==> config.mk <==
export PLATFORM = sky130hd
export DESIGN_NAME = controller_ports
export DESIGN_NICKNAME = d
export VERILOG_FILES = /design/src/rtl/controller_ports_pkg.sv /design/src/rtl/controller_scan.sv /design/src/rtl/controller_ports.sv
export SDC_FILE = /design/constraint.sdc
export NUM_CORES = 1
export LEC_CHECK = 0
export ABC_AREA = 1
export BUFFER_PORTS_ARGS = -buffer_cell sky130_fd_sc_hd__buf_2
export CAP_MARGIN = 20
export CORE_MARGIN = 10
export CORE_UTILIZATION = 51
export DETAILED_ROUTE_END_ITERATION = 7
export HOLD_SLACK_MARGIN = 0.15
export PLACE_DENSITY = 0.75
export SLEW_MARGIN = 40
export SYNTH_ARGS = -nofsm -noshare
export SYNTH_HDL_FRONTEND = slang
export SYNTH_SLANG_ARGS = --single-unit
export TNS_END_PERCENT = 100
==> constraint.sdc <==
create_clock -name i_clk -period 1.2 [get_ports i_clk]
set_input_delay 0.06 -clock i_clk [delete_from_list [all_inputs] [get_ports i_clk]]
set_output_delay 0.06 -clock i_clk [all_outputs]
set_load 0.05 [all_outputs]
==> src/rtl/controller_ports_pkg.sv <==
// Shared definitions for the controller port block: CPU register addresses,
// the CPU read direction encoding and the pad scan state enumeration.
package controller_ports_pkg;

  localparam logic [15:0] ADDRESS_JOY1 = 16'h4016;
  localparam logic [15:0] ADDRESS_JOY2 = 16'h4017;
  localparam logic        RW_READ      = 1'b1;

  typedef enum logic [2:0] {
    IDLE,
    LATCH,
    CLK_LOW,
    CLK_HIGH,
    COMMIT
  } scan_state_t;

endpackage

==> src/rtl/controller_scan.sv <==
// Periodic serial pad scanner. Every SCAN_INTERVAL cycles it latches all pads,
// clocks REPORT_BITS bits out of each (active-low on the wire), and commits the
// complete set of reports to the shadow register in a single cycle, so readers
// never see a half-updated report.
module controller_scan
  import controller_ports_pkg::*;
#(
  parameter int NUM_PORTS     = 2,
  parameter int REPORT_BITS   = 8,
  parameter int SCAN_DIV      = 6,
  parameter int SCAN_INTERVAL = 83333
) (
  input  logic                             i_clk,
  input  logic                             i_reset_n,
  input  logic [NUM_PORTS-1:0]             i_pad_data,
  output logic                             o_pad_latch,
  output logic                             o_pad_clk,
  output logic                             o_scan_busy,
  output logic [NUM_PORTS*REPORT_BITS-1:0] o_shadow
);

  localparam int IW = $clog2(SCAN_INTERVAL);
  localparam int PW = $clog2(SCAN_DIV);
  localparam int BW = $clog2(REPORT_BITS);

  localparam logic [IW-1:0] INTERVAL_LAST = IW'(SCAN_INTERVAL - 1);
  localparam logic [PW-1:0] PHASE_LAST    = PW'(SCAN_DIV - 1);
  localparam logic [PW-1:0] PHASE_RISE    = PW'(SCAN_DIV - 2);
  localparam logic [BW-1:0] BIT_LAST      = BW'(REPORT_BITS - 1);

  scan_state_t                      r_state;
  logic [IW-1:0]                    r_interval;
  logic [PW-1:0]                    r_phase;
  logic [BW-1:0]                    r_bit;
  logic                             r_pad_latch;
  logic                             r_pad_clk;
  logic [REPORT_BITS-1:0]           r_capture [NUM_PORTS];
  logic [NUM_PORTS*REPORT_BITS-1:0] r_shadow;

  // Free-running interval counter; wraps after SCAN_INTERVAL-1 whatever the FSM does.
  // NOTE: sequential state uses non-blocking (<=) so every flop samples pre-edge values.
  always_ff @(posedge i_clk or negedge i_reset_n) begin
    if (!i_reset_n) begin
      r_interval <= '0;
    end else if (r_interval == INTERVAL_LAST) begin
      r_interval <= '0;
    end else begin
      r_interval <= r_interval + 1'b1;
    end
  end

  // Scan FSM with registered pad outputs, bit capture and atomic commit.
  always_ff @(posedge i_clk or negedge i_reset_n) begin
    if (!i_reset_n) begin
      r_state     <= IDLE;
      r_phase     <= '0;
      r_bit       <= '0;
      r_pad_latch <= 1'b0;
      r_pad_clk   <= 1'b1;
      r_shadow    <= '0;
      // NOTE: the capture array is explicitly reset; a scan cut short by reset
      // must never leak stale bits into a later commit.
      for (int p = 0; p < NUM_PORTS; p++) begin
        r_capture[p] <= '0;
      end
    end else begin
      case (r_state)
        IDLE: begin
          if (r_interval == INTERVAL_LAST) begin
            r_state     <= LATCH;
            r_phase     <= '0;
            r_bit       <= '0;
            r_pad_latch <= 1'b1;
          end
        end
        LATCH: begin
          if (r_phase == PHASE_LAST) begin
            r_state     <= CLK_LOW;
            r_phase     <= '0;
            r_pad_latch <= 1'b0;
          end else begin
            r_phase <= r_phase + 1'b1;
          end
        end
        CLK_LOW: begin
          // Pad clock is still high here; the pad is presenting bit r_bit.
          if (r_phase == PHASE_LAST) begin
            for (int p = 0; p < NUM_PORTS; p++) begin
              r_capture[p][r_bit] <= ~i_pad_data[p];
            end
            r_state   <= CLK_HIGH;
            r_phase   <= '0;
            r_pad_clk <= 1'b0;
          end else begin
            r_phase <= r_phase + 1'b1;
          end
        end
        CLK_HIGH: begin
          // Raise the pad clock for the final cycle: one rising edge per bit.
          if (r_phase == PHASE_RISE) begin
            r_pad_clk <= 1'b1;
          end
          if (r_phase == PHASE_LAST) begin
            r_phase <= '0;
            if (r_bit == BIT_LAST) begin
              r_state <= COMMIT;
            end else begin
              r_bit   <= r_bit + 1'b1;
              r_state <= CLK_LOW;
            end
          end else begin
            r_phase <= r_phase + 1'b1;
          end
        end
        COMMIT: begin
          for (int p = 0; p < NUM_PORTS; p++) begin
            r_shadow[p*REPORT_BITS +: REPORT_BITS] <= r_capture[p];
          end
          r_state <= IDLE;
        end
        default: r_state <= IDLE;
      endcase
    end
  end

  assign o_pad_latch = r_pad_latch;
  assign o_pad_clk   = r_pad_clk;
  assign o_scan_busy = (r_state != IDLE);
  assign o_shadow    = r_shadow;

endmodule

==> src/rtl/controller_ports.sv <==
// CPU-facing controller ports at $4016/$4017. Holds the strobe bit, one read
// shift register per port and the address decode; pad scanning lives in
// controller_scan. Port p reads at $4016+(p mod 2) on data bit (p div 2).
// Build option CONTROLLER_OPEN_BUS_EN: drive the $40 open-bus pattern on
// o_data[7:5] for hit reads; otherwise the upper bits read 0.
module controller_ports
  import controller_ports_pkg::*;
#(
  parameter int NUM_PORTS     = 2,
  parameter int REPORT_BITS   = 8,
  parameter int SCAN_DIV      = 6,
  parameter int SCAN_INTERVAL = 83333
) (
  input  logic                             i_clk,
  input  logic                             i_reset_n,
  input  logic                             i_clk_en,
  input  logic [15:0]                      i_address,
  input  logic                             i_rw,
  input  logic [7:0]                       i_data,
  output logic [7:0]                       o_data,
  output logic                             o_data_hit,
  output logic                             o_pad_latch,
  output logic                             o_pad_clk,
  input  logic [NUM_PORTS-1:0]             i_pad_data,
  output logic [NUM_PORTS*REPORT_BITS-1:0] o_buttons,
  output logic                             o_scan_busy
);

  localparam int RB = REPORT_BITS;

  logic                    w_hit;
  logic                    w_sel;
  logic                    w_write_strobe;
  logic                    w_read_shift;
  logic [7:0]              w_data;
  logic [NUM_PORTS*RB-1:0] w_shadow;
  logic [6:0]              w_unused_data;

  logic                    r_strobe;
  logic [RB-1:0]           r_shift [NUM_PORTS];

  controller_scan #(
    .NUM_PORTS    (NUM_PORTS),
    .REPORT_BITS  (REPORT_BITS),
    .SCAN_DIV     (SCAN_DIV),
    .SCAN_INTERVAL(SCAN_INTERVAL)
  ) u_scan (
    .i_clk      (i_clk),
    .i_reset_n  (i_reset_n),
    .i_pad_data (i_pad_data),
    .o_pad_latch(o_pad_latch),
    .o_pad_clk  (o_pad_clk),
    .o_scan_busy(o_scan_busy),
    .o_shadow   (w_shadow)
  );

  // Address decode: bit 0 of the address selects the even or odd port group.
  assign w_hit          = (i_address == ADDRESS_JOY1) || (i_address == ADDRESS_JOY2);
  assign w_sel          = i_address[0];
  assign w_write_strobe = i_clk_en && (i_rw != RW_READ) && (i_address == ADDRESS_JOY1);
  assign w_read_shift   = i_clk_en && (i_rw == RW_READ) && w_hit && !r_strobe;
  assign w_unused_data  = i_data[7:1];

  // Strobe bit written from data bit 0 at $4016; $4017 writes do nothing.
  always_ff @(posedge i_clk or negedge i_reset_n) begin
    if (!i_reset_n) begin
      r_strobe <= 1'b0;
    end else if (w_write_strobe) begin
      r_strobe <= i_data[0];
    end
  end

  // Per-port read shift registers: reload while strobed, else shift on reads.
  always_ff @(posedge i_clk or negedge i_reset_n) begin
    if (!i_reset_n) begin
      for (int p = 0; p < NUM_PORTS; p++) begin
        r_shift[p] <= '0;
      end
    end else begin
      for (int p = 0; p < NUM_PORTS; p++) begin
        if (r_strobe) begin
          r_shift[p] <= w_shadow[p*RB +: RB];
        end else if (w_read_shift && (w_sel == 1'(p % 2))) begin
          r_shift[p] <= {1'b1, r_shift[p][RB-1:1]};
        end
      end
    end
  end

  // Combinational read mux: addressed ports' bit 0 onto their data lines.
  // NOTE: w_data gets a default before any branch so no latch is inferred.
  always_comb begin
    w_data = '0;
    if (w_hit) begin
`ifdef CONTROLLER_OPEN_BUS_EN
      w_data[7:5] = 3'b010;
`endif
      for (int p = 0; p < NUM_PORTS; p++) begin
        if (w_sel == 1'(p % 2)) begin
          w_data[p/2] = r_shift[p][0];
        end
      end
    end
  end

  assign o_data     = w_data;
  assign o_data_hit = w_hit;
  assign o_buttons  = w_shadow;

endmodule

==> results_dict.tcl <==
set metrics [dict create \
    worstPathMaxFanout 7 \
    die_h_um 107 \
    hpwlAfterDp_um 6820 \
    fin_util 0.767 \
    num_vias 3697 \
    path_clk_slew_ns 0.10 \
    finalHoldViolCount 0 \
    area_delta_synth_final_pct 44.9 \
    endpoint_kind "flop" \
    io_pins 58 \
    viasPerCell 5.28 \
    ys_seq_area_frac 0.497 \
    power.density_cell_area_nw_per_um2 839 \
    ant_nets 0 \
    avgSynthCellArea_um2 8.47 \
    setup_ws_ns -0.264 \
    peakVddDrop_v 0.000728 \
    start_util 0.529 \
    grt_overflow 0 \
    antenna_found_initial 0 \
    final.setup.tns_ns -11.47 \
    violations "negative setup slack" \
    status "finished, violations left" \
    first_pass_iters 6 \
    max_freq_mhz 683 \
    drc 0 \
    max_cap_violations 0 \
    syn_inst 458 \
    period_minus_slack_ns 1.46 \
    die_area_um2 11500 \
    final-setup-viol-count 70 \
    nNetsFinal 630 \
    drive_gt1_frac 0.466 \
    clock_tree.buffer_depth 2 \
    cellLeakagePower_nw 2.89 \
    gp_congestion 0.832 \
    worstSkewPairLatency_ns 0.37 \
    num-fill-cells 455 \
    grt_pass1_wl_um 17000 \
    grt_max_degree 42 \
    wl_per_cell_um 16.3 \
    cts-hold-fix-buffers 14 \
    fp.coreArea_um2 7330 \
    port_buffers 43 \
    critPathArrivalTime_ns 1.73 \
    rows 31 \
    yosysWarnings 0 \
    grt_usage 0.180 \
    path_class "reg2reg" \
    n_antenna_cell 0 \
    grt_pass1_vias 3636 \
    min_path_type "in2async" \
    fin_crit_sh 1.22 \
    cts_tree "yes" \
    worstSetupStartpointType "flop" \
    die_x_um 107 \
    wl_um 11400 \
    htreeDepth 3 \
    clock-sinks 77 \
    report.final.slew_viol_count 0 \
    clockRootBuffer "clkbuf_8" \
    grt_setup_unrepaired "yes" \
    cts_buffers 9 \
    syn-cell-area_um2 3880 \
    drt_iter0_markers 145 \
    ys_seq_elements 77 \
    synthDistinctLibCells 37 \
    worstPathRequired_ns 1.47 \
    ys.flop_type "dfrtp_1" \
    async_reset_ff_frac 1.00 \
    synth_edf_count 0 \
    fin_skew_ns 0.0165 \
]
==> Yosys cell counts (2+ instances only) <==
cell type / count / area share
nand4_4: 2 / 0.011
nor2_2: 4 / 0.0064
nand2_1: 138 / 0.13
a31oi_1: 3 / 0.0048
ha_1: 4 / 0.013
or2_2: 2 / 0.0032
nor2_4: 6 / 0.017
dfrtp_1: 76 / 0.49
xor2_1: 6 / 0.014
mux2_2: 8 / 0.023
inv_1: 41 / 0.040
nand3_1: 38 / 0.049
nand2_2: 3 / 0.0048
nand2_4: 2 / 0.0058
nand4_1: 6 / 0.0097
nand3_2: 2 / 0.0052
nor2_1: 44 / 0.043
a21oi_1: 6 / 0.0077
buf_4: 7 / 0.014
o21ai_0: 9 / 0.012
mux2_4: 6 / 0.023
clkbuf_1: 4 / 0.0039
nor3_1: 5 / 0.0064
inv_2: 5 / 0.0048
o21ai_1: 19 / 0.025
==> power breakdown <==
group           switching, W  leakage, nW  internal (W)
Clock                0.00111       0.0892      0.000794
Combinational       0.000156         1.84     0.0000736
Sequential     0.00000000772        0.966       0.00259
==> final cells by class <==
type | instances | area [µm²] | share of cell area
Multi-Input combinational cell | 328 | 2150 | 0.383
Sequential cell | 77 | 1930 | 0.343
Timing Repair Buffer | 133 | 1050 | 0.186
Clock buffer | 9 | 124 | 0.0220
Clock inverter | 7 | 61.3 | 0.0109
Inverter | 47 | 183 | 0.0325
Tap cell | 99 | 124 | 0.0220
==> routing by layer <==
layer  GRT usage  wire (µm)  vias to the layer above  share of wire
li1            -          -                     1737              -
met1       0.206       4520                     1792           0.40
met2       0.323       5950                      137           0.52
met3      0.0323        646                       31          0.057
met4      0.0735        277                        0          0.024
met5           0          0                        -              0
==> metrics by stage <==
step	std cells	total power [W]	worst slack (ns)	instance area, µm²	hold WS (ns)
2_1_floorplan	464	0.00273	-0.101	3920	-0.236
4_1_cts	690	0.00473	-0.188	5220	0.118
5_1_grt	700	0.00488	-0.299	5620	0.132
3_3_place_gp	648	0.00283	-0.130	4620	-0.0396
6_report	700	0.00472	-0.264	5620	0.119
3_5_place_dp	648	0.00283	-0.235	4620	-0.0358
==> state kept, by name, indices dropped and copies added (netlist names) <==
signal,flops
r_strobe,1
u_scan.r_phase,3
r_shift,16
u_scan.r_bit,3
u_scan.o_pad_clk,1
u_scan.r_capture,16
u_scan.r_interval,17
u_scan.r_state,3
u_scan.o_shadow,16
u_scan.o_pad_latch,1
==> layout by cell type, fill, tap and decap left out, types with 4 or more instances in the layout <==
cell           synthesis  routed
nand2_1              138      88
dfrtp_1               76      73
buf_4                  7      60
nand2_2                3      44
buf_2                  0      39
inv_1                 41      34
nor2_1                44      31
nand3_1               38      31
o21ai_1               19      19
buf_6                  1      16
dlygate4sd3_1          0      14
nor2_4                 6      13
mux2_4                 6      11
inv_2                  5      10
nand2_4                2      10
nor2_2                 4      10
clkbuf_8               0       9
o21ai_2                1       8
conb_1                 1       7
nand4_1                6       6
nand3_2                2       6
xor2_1                 6       6
nand3_4                1       4
a21oi_2                0       4
inv_6                  0       4
==> kinds of logic (layout without fill, tap and decap cells) <==
group           after synthesis  count (layout)  share of synthesized area
compound gates               39              39                     0.0529
xor+xnor                      6               6                     0.0135
fa+ha+maj                     4               4                     0.0129
buf+inv                      59             196                     0.0661
flops                        77              77                      0.497
mux                          14              14                     0.0464
other cells                   1               7                   0.000966
simple gates                258             258                      0.310
==> final timing paths <==
path / cells past startpoint / slack [ns] / startpoint / to
min in group i_clk: 6 / 0.15 / i_address[9] / r_strobe
max in group asynchronous: 3 / 0.54 / i_reset_n / u_scan.o_shadow[14]
worst max register to register: 6 / -0.26 / u_scan.r_state[0] / u_scan.o_shadow[2]
worst min register to register: 2 / 0.47 / u_scan.o_pad_clk / u_scan.o_pad_clk
worst min-delay path: 2 / 0.12 / i_reset_n / u_scan.r_interval[4]
worst max-delay path: 6 / -0.26 / u_scan.r_state[0] / u_scan.o_shadow[2]
==> worst max-delay path: stages (launching register included) <==
cell and delay [ns]:
dfrtp_1 0.40, inv_2 0.11, buf_6 0.11, buf_4 0.11, nand3_4 0.12, clkbuf_16 0.20
mux2_4 0.30
==> what timing repair did <==
action / in CTS / in global routing
hold endpoints to repair: 94 / 18
gates cloned: 0 / 1
setup endpoints to repair: 60 / 77
pin swaps: 8 / 40
setup buffers: 12 / 13
gates resized for setup: 58 / 92
(Power assumes the default switching activity.)
